File: config.mk
export PLATFORM = sky130hd
export DESIGN_NAME = ddr_host_sequencer
export DESIGN_NICKNAME = d
export VERILOG_FILES = /design/src/rtl/ddr_host_sequencer.sv
export SDC_FILE = /design/constraint.sdc
export NUM_CORES = 1
export LEC_CHECK = 0
export ABC_CLOCK_PERIOD_IN_PS = 2400
export CAP_MARGIN = 5
export CORE_AREA = 3 3 232 234
export CTS_CLUSTER_DIAMETER = 60
export DETAILED_ROUTE_END_ITERATION = 12
export DIE_AREA = 0 0 235 237
export SLEW_MARGIN = 30
export SYNTH_ARGS = -nofsm -noshare
export SYNTH_HDL_FRONTEND = slang
export SYNTH_SLANG_ARGS = --single-unit
File: constraint.sdc
create_clock -name CLK -period 2.4 [get_ports CLK]
set_input_delay 0.24 -clock CLK [delete_from_list [all_inputs] [get_ports CLK]]
set_output_delay 0.24 -clock CLK [all_outputs]
set_load 0.005 [all_outputs]
File: src/rtl/ddr_host_sequencer.sv
// DDR controller user-port initiator: power-up programming, then single read/write bursts.
// Optional CMDACK watchdog is built in when DDR_HOST_CMD_TIMEOUT_EN is defined.
module ddr_host_sequencer #(
    parameter int unsigned      ASIZE       = 23,
    parameter int unsigned      DSIZE       = 128,
    parameter int unsigned      INIT_CYCLES = 20000,
    parameter logic [ASIZE-1:0] REG1_VAL    = 23'h000450,
    parameter logic [ASIZE-1:0] REG2_VAL    = 23'h000186,
    parameter logic [ASIZE-1:0] MODE_VAL    = 23'h000022,
    parameter int unsigned      BURST       = 2,
    parameter int unsigned      WR_LAT      = 3,
    parameter int unsigned      RD_LAT      = 6,
    parameter int unsigned      TIMEOUT     = 255
) (
    input  logic               CLK,
    input  logic               RESET_N,
    input  logic               usr_valid,
    output logic               usr_ready,
    input  logic               usr_write,
    input  logic [ASIZE-1:0]   usr_addr,
    input  logic [DSIZE-1:0]   usr_wdata,
    input  logic [DSIZE/8-1:0] usr_dm,
    output logic               wdata_req,
    output logic [DSIZE-1:0]   rd_data,
    output logic               rd_valid,
    output logic               init_done,
    output logic               busy,
    output logic [2:0]         ctl_cmd,
    output logic [ASIZE-1:0]   ctl_addr,
    input  logic               ctl_cmdack,
    output logic [DSIZE-1:0]   ctl_datain,
    output logic [DSIZE/8-1:0] ctl_dm,
    input  logic [DSIZE-1:0]   ctl_dataout,
    output logic               cmd_err
);

    localparam int unsigned MW      = DSIZE / 8;
    localparam int unsigned BEAT_W  = $clog2(BURST + 1);
    localparam int unsigned LAT_MAX = (WR_LAT > RD_LAT) ? WR_LAT : RD_LAT;
    localparam int unsigned LAT_W   = LAT_MAX;
    localparam int unsigned INIT_W  = $clog2(INIT_CYCLES + 1);

    localparam logic [2:0] CMD_NOP    = 3'b000;
    localparam logic [2:0] CMD_READA  = 3'b001;
    localparam logic [2:0] CMD_WRITEA = 3'b010;
    localparam logic [2:0] CMD_PRE    = 3'b100;
    localparam logic [2:0] CMD_MODE   = 3'b101;
    localparam logic [2:0] CMD_REG1   = 3'b110;
    localparam logic [2:0] CMD_REG2   = 3'b111;

    typedef enum logic [2:0] {
        StInitWait, StPre, StReg1, StReg2, StMode, StIdle, StIssue, StXfer
    } state_e;

    state_e             state_q, state_d;
    logic [INIT_W-1:0]  init_cnt_q, init_cnt_d;
    logic               wr_q, wr_d;
    logic [ASIZE-1:0]   addr_q, addr_d;
    logic [BEAT_W-1:0]  beat_q, beat_d;
    logic [LAT_W-1:0]   lat_q, lat_d;
    logic [2:0]         ctl_cmd_q, ctl_cmd_d;
    logic [ASIZE-1:0]   ctl_addr_q, ctl_addr_d;
    logic [DSIZE-1:0]   ctl_datain_q, ctl_datain_d;
    logic [MW-1:0]      ctl_dm_q, ctl_dm_d;
    logic [DSIZE-1:0]   rd_data_q, rd_data_d;
    logic               rd_valid_q, rd_valid_d;
    logic               usr_ready_q, usr_ready_d;
    logic               init_done_q, init_done_d;
    logic               busy_q, busy_d;

    logic               cmd_state;
    logic [2:0]         cmd_code;
    logic [ASIZE-1:0]   cmd_addr;
    state_e             cmd_next;

`ifdef DDR_HOST_CMD_TIMEOUT_EN
    localparam int unsigned TO_W = $clog2(TIMEOUT + 1);
    logic [TO_W-1:0]    to_cnt_q, to_cnt_d;
    logic               cmd_err_q, cmd_err_d;
`endif

    always_comb begin
        state_d      = state_q;
        init_cnt_d   = init_cnt_q;
        wr_d         = wr_q;
        addr_d       = addr_q;
        beat_d       = beat_q;
        lat_d        = lat_q;
        ctl_cmd_d    = CMD_NOP;
        ctl_addr_d   = ctl_addr_q;
        ctl_datain_d = ctl_datain_q;
        ctl_dm_d     = {MW{1'b1}};
        rd_data_d    = rd_data_q;
        rd_valid_d   = 1'b0;
        init_done_d  = init_done_q;
        wdata_req    = 1'b0;
        cmd_state    = 1'b0;
        cmd_code     = CMD_NOP;
        cmd_addr     = '0;
        cmd_next     = state_q;
`ifdef DDR_HOST_CMD_TIMEOUT_EN
        to_cnt_d     = to_cnt_q;
        cmd_err_d    = cmd_err_q;
`endif

        unique case (state_q)
            StInitWait: begin
                if (init_cnt_q == INIT_W'(INIT_CYCLES - 1)) begin
                    state_d    = StPre;
                    init_cnt_d = '0;
                end else begin
                    init_cnt_d = init_cnt_q + 1'b1;
                end
            end
            StPre: begin
                cmd_state = 1'b1; cmd_code = CMD_PRE;  cmd_addr = '0;       cmd_next = StReg1;
            end
            StReg1: begin
                cmd_state = 1'b1; cmd_code = CMD_REG1; cmd_addr = REG1_VAL; cmd_next = StReg2;
            end
            StReg2: begin
                cmd_state = 1'b1; cmd_code = CMD_REG2; cmd_addr = REG2_VAL; cmd_next = StMode;
            end
            StMode: begin
                cmd_state = 1'b1; cmd_code = CMD_MODE; cmd_addr = MODE_VAL; cmd_next = StIdle;
            end
            StIdle: begin
                if (usr_valid && usr_ready_q) begin
                    wr_d    = usr_write;
                    addr_d  = usr_addr;
                    state_d = StIssue;
                end
            end
            StIssue: begin
                cmd_state = 1'b1;
                cmd_code  = wr_q ? CMD_WRITEA : CMD_READA;
                cmd_addr  = addr_q;
                cmd_next  = StXfer;
            end
            StXfer: begin
                // lat_q counts cycles since the ISSUE acknowledge cycle
                if (lat_q != LAT_W'(LAT_MAX)) lat_d = lat_q + 1'b1;
                if (beat_q == BEAT_W'(BURST)) begin
                    state_d = StIdle;
                    beat_d  = '0;
                    lat_d   = '0;
                end else if (wr_q) begin
                    if (lat_q >= LAT_W'(WR_LAT - 1)) begin
                        wdata_req = 1'b1;
                        beat_d    = beat_q + 1'b1;
                    end
                end else if (lat_q >= LAT_W'(RD_LAT)) begin
                    rd_valid_d = 1'b1;
                    rd_data_d  = ctl_dataout;
                    beat_d     = beat_q + 1'b1;
                end
            end
            default: state_d = StInitWait;
        endcase

        if (cmd_state) begin
            if (ctl_cmdack) begin
                state_d = cmd_next;
`ifdef DDR_HOST_CMD_TIMEOUT_EN
                to_cnt_d = '0;
`endif
                if (state_q == StMode) init_done_d = 1'b1;
                if (state_q == StIssue) begin
                    lat_d = LAT_W'(1);
                    // With a one-cycle write latency the first beat lands in the ack cycle
                    if (wr_q && (WR_LAT == 1)) begin
                        wdata_req = 1'b1;
                        beat_d    = BEAT_W'(1);
                    end
                end
            end else begin
`ifdef DDR_HOST_CMD_TIMEOUT_EN
                if (to_cnt_q == TO_W'(TIMEOUT - 1)) begin
                    state_d   = init_done_q ? StIdle : StInitWait;
                    cmd_err_d = 1'b1;
                    to_cnt_d  = '0;
                end else begin
                    to_cnt_d   = to_cnt_q + 1'b1;
                    ctl_cmd_d  = cmd_code;
                    ctl_addr_d = cmd_addr;
                end
`else
                ctl_cmd_d  = cmd_code;
                ctl_addr_d = cmd_addr;
`endif
            end
        end

        if (wdata_req) begin
            ctl_datain_d = usr_wdata;
            ctl_dm_d     = usr_dm;
        end

        usr_ready_d = (state_d == StIdle);
        busy_d      = (state_d != StIdle);
    end

    always_ff @(posedge CLK or negedge RESET_N) begin
        if (!RESET_N) begin
            state_q      <= StInitWait;
            init_cnt_q   <= '0;
            wr_q         <= 1'b0;
            addr_q       <= '0;
            beat_q       <= '0;
            lat_q        <= '0;
            ctl_cmd_q    <= CMD_NOP;
            ctl_addr_q   <= '0;
            ctl_datain_q <= '0;
            ctl_dm_q     <= '0;
            rd_data_q    <= '0;
            rd_valid_q   <= 1'b0;
            usr_ready_q  <= 1'b0;
            init_done_q  <= 1'b0;
            busy_q       <= 1'b0;
        end else begin
            state_q      <= state_d;
            init_cnt_q   <= init_cnt_d;
            wr_q         <= wr_d;
            addr_q       <= addr_d;
            beat_q       <= beat_d;
            lat_q        <= lat_d;
            ctl_cmd_q    <= ctl_cmd_d;
            ctl_addr_q   <= ctl_addr_d;
            ctl_datain_q <= ctl_datain_d;
            ctl_dm_q     <= ctl_dm_d;
            rd_data_q    <= rd_data_d;
            rd_valid_q   <= rd_valid_d;
            usr_ready_q  <= usr_ready_d;
            init_done_q  <= init_done_d;
            busy_q       <= busy_d;
        end
    end

`ifdef DDR_HOST_CMD_TIMEOUT_EN
    always_ff @(posedge CLK or negedge RESET_N) begin
        if (!RESET_N) begin
            to_cnt_q  <= '0;
            cmd_err_q <= 1'b0;
        end else begin
            to_cnt_q  <= to_cnt_d;
            cmd_err_q <= cmd_err_d;
        end
    end
    assign cmd_err = cmd_err_q;
`else
    assign cmd_err = 1'b0;
`endif

    assign usr_ready  = usr_ready_q;
    assign rd_data    = rd_data_q;
    assign rd_valid   = rd_valid_q;
    assign init_done  = init_done_q;
    assign busy       = busy_q;
    assign ctl_cmd    = ctl_cmd_q;
    assign ctl_addr   = ctl_addr_q;
    assign ctl_datain = ctl_datain_q;
    assign ctl_dm     = ctl_dm_q;

endmodule
==> impl_metrics.env <==
export IMPL_outcome="finished clean"
export IMPL_initial_core_util_pct=26.25
export IMPL_post_synth_cell_area_avg_um2=14.89
export IMPL_switching_share_pct=28.21
export IMPL_cap_viol_max_count=0
export IMPL_yosys_cell_count_top_type="dfrtp_1"
export IMPL_cts_made_buffers=42
export IMPL_drive_gt1_share_pct=25.47
export IMPL_clock_tree_htree_level_count=2
export IMPL_core_region_area_um2=52240
export IMPL_hold_slack_ns=0.2605
export IMPL_dr_first_iter_drc_count=267
export IMPL_ys_warnings_count=0
export IMPL_clock_latency_ns=0.54
export IMPL_power_sequential_fraction_pct=35.2
export IMPL_synth_seq_area_share_pct=64.25
export IMPL_clockBufferDepth=3
export IMPL_finalWorstPathRequiredPeriod_ns=2.315
export IMPL_dpl_cells=2200
export IMPL_critPathSlowestCell="or4_4"
export IMPL_clock_transition_at_the_registers_of_the_reported_paths_ns=0.05
export IMPL_leakagePower_nw=9.196
export IMPL_synth_seq_cells=352
export IMPL_postRouteAntennaNets=0
export IMPL_grt_first_pass_wirelength_mm=66.16
export IMPL_buffers_and_inverters_on_the_worst_path=2
export IMPL_firstDrtPassIters=6
export IMPL_cp_data_required_time_ns=2.82
export IMPL_finalWeightedCongestion=0.8014
export IMPL_cp_top_family="simple AND/OR/NAND/NOR gates"
export IMPL_post_layout_net_count=1867
export IMPL_worst_endpoint_arrival_ns=2.74
export IMPL_synth_edff_count=0
export IMPL_worst_setup_path_start_kind="flip-flop"
export IMPL_die_h_um=237
export IMPL_placement_rows=84
export IMPL_grt_pass1_vias=10310
export IMPL_dominant_cells_by_area_after_synthesis="dfrtp_1 (64%), mux2_2 (20%), mux2_4 (3.3%)"
export IMPL_mappedNetlistNets=1224
export IMPL_max_slew_margin_rel_pct=54.48
export IMPL_pin_count_of_the_biggest_net_entering_global_routing=72
export IMPL_drt_total_wl_mm=44.04
export IMPL_power_frac_clock_pct=21.4
export IMPL_path_cells="or3_4, or4_4, nand3_4, buf_8, buf_12, mux2_2"
export IMPL_synth_cell_types=49
export IMPL_dp_hpwl_mm=33.47
export IMPL_layout_worst_path_cycle_share_pct=96.47
export IMPL_crit_path_max_incr_delay_ns=0.43
export IMPL_die_area_um2=55700
export IMPL_power_density_nw_per_um2=1305
export IMPL_globalRoute_totalOverflow=0
export IMPL_synth_flop_cell="dfrtp_1"
export IMPL_power_switching_mw=8.167
export IMPL_antenna_found_initial=6
export IMPL_die_x_um=235
export IMPL_io_buffers=602
export IMPL_final_max_slew_viol_count=0
export IMPL_total_power_mw=28.95
export IMPL_syn_instance_count=921
export IMPL_min_delay_path_class="primary input to async pin"
export IMPL_root_buffer_selected_by_cts="clkbuf_16"
export IMPL_hold_violation_total_from_the_final_report=0
export IMPL_setup_viol=0
export IMPL_worst_setup_path_end_kind="flip-flop"
export IMPL_num_io_pins=604
export IMPL_power_internal_mw=20.78
export IMPL_drc=0
export IMPL_post_synth_top_area_cell="dfrtp_1"
export IMPL_irDropWorstVdd_mv=0.6388
export IMPL_seq_cell_area_um2=8808
export IMPL_clock_skew_final_ns=0.01795
export IMPL_fill_cells=4887
export IMPL_commonest_cells_in_the_synthesized_netlist="dfrtp_1 (352), mux2_2 (246), nand2_1 (53)"
export IMPL_max_freq_mhz=431.9
export IMPL_multi_input_comb_area_um2=4583
export IMPL_global_route_usage_total_pct=15.27
export IMPL_post_layout_nonfiller_instances=2282
export IMPL_cts_tree="done"
export IMPL_setup_tns_ns=0
export IMPL_critical_path_peak_fanout=30
export IMPL_synth_cell_area_um2=13710
export IMPL_wire_per_inst_um=19.30
export IMPL_area_growth_syn_to_layout_pct=61.81
export IMPL_dr_total_vias=9849
export IMPL_clkSinkCount=352
export IMPL_power_share_of_the_combinational_group_pct=43.4
export IMPL_least_margin_pin_slew_ns=0.6828
export IMPL_viasPerCell=4.316
export IMPL_setup_worst_path_class="flip-flop to flip-flop"
export IMPL_post_synth_top_area_fraction_pct=64.25
export IMPL_async_flop_share_pct=100.0
## metrics by stage
step,worst slack [ns],area [um2],utilization [%]
after floorplan,0.2849,13710,-
after global placement,0.07489,20720,39.66
after detailed placement,0.05765,20720,39.66
after CTS,-0.05056,22110,42.34
after global routing,-0.0009597,22190,42.47
final,0.08480,22190,42.47
## cell families (layout without fill, tap and decap cells)
| kind of cell | after synthesis | count (layout) | share of synthesized area, % |
|---|---|---|---|
| AOI/OAI and AO/OA | 67 | 67 | 2.820 |
| xor gates and xnor gates | 12 | 12 | 0.7666 |
| muxes | 281 | 281 | 23.88 |
| buffers and inverters | 56 | 725 | 2.528 |
| other | 1 | 5 | 0.02735 |
| DFF | 352 | 352 | 64.25 |
| and+or+nand+nor | 149 | 149 | 5.457 |
| adders and majority gates | 3 | 3 | 0.2738 |
## path summary, 6_finish.rpt
path,from,end,slack (ns),cells past startpoint
worst max register to register,lat_q[4],ctl_datain[112],0.08,6
worst max-delay path,lat_q[4],ctl_datain[112],0.08,6
worst min-delay path,RESET_N,ctl_dm[14],0.26,2
min in group CLK,usr_addr[6],addr_q[6],0.27,3
max in group asynchronous,RESET_N,rd_data[27],1.33,3
worst min register to register,ctl_addr[17],ctl_addr[17],0.48,2
## final cells by class
class                   instances  share of cell area, %
inverters                       7                 0.1184
multi-input cells             513                  20.66
repair buffers                648                  29.57
flip-flops and latches        352                  39.70
well taps                     688                  3.880
clock inverters                 8                 0.4343
diodes                          4                0.04512
clock buffers                  62                  5.589
## placed cells by master, fill, tap and decap left out, types with 3 or more instances in the layout
cell type,instances
clkbuf_8,5
mux2_1,3
mux2_4,30
inv_1,6
clkbuf_16,47
mux2_2,246
ha_1,3
nor2_1,22
and2_1,3
nand2b_1,6
buf_4,31
buf_12,8
o21ai_0,31
dfrtp_1,352
clkdlybuf4s50_1,600
clkbuf_1,12
clkinv_2,4
nor4_1,3
nor2b_1,5
a21oi_1,21
nand2_1,53
nor3_1,7
xor2_1,6
and3_1,6
xnor2_1,6
nand4_1,6
nand3_1,10
diode_2,4
or2_2,16
## power groups by stage
stage	clock, mW	combinational, mW	sequential, mW
after floorplan	0	5.12	10.3
after CTS	6.42	12.7	10.2
after global routing	6.64	13.4	10.6
after global placement	0	12.3	10.2
final	6.19	12.6	10.2
after detailed placement	0	12.5	10.3
## timing repair
item,in CTS,in global routing
pin swaps,2,1
buffers inserted,4,1
endpoints found under the setup margin,1,98
hold buffers,1,0
gates cloned,0,2
gates resized for setup,10,1
hold endpoints to repair,57,0
## registers in the layout, indices dropped and copies added (netlist names), 2 cells and up
register	cells
ctl_dm	16
addr_q	23
ctl_datain	128
ctl_cmd	3
ctl_addr	23
state_q	3
beat_q	2
init_cnt_q	15
lat_q	6
rd_data	128
## metal layers
metal	part of all wire (%)	GRT usage, %	routed length [um]	vias to the layer above
met5	0.030	0	13	-
met4	2.9	5.083	1259	2
met3	7.3	5.113	3196	67
met2	51	26.26	22380	356
met1	39	17.94	17200	4921
li1	-	-	-	4503
(Power assumes the default switching activity.)
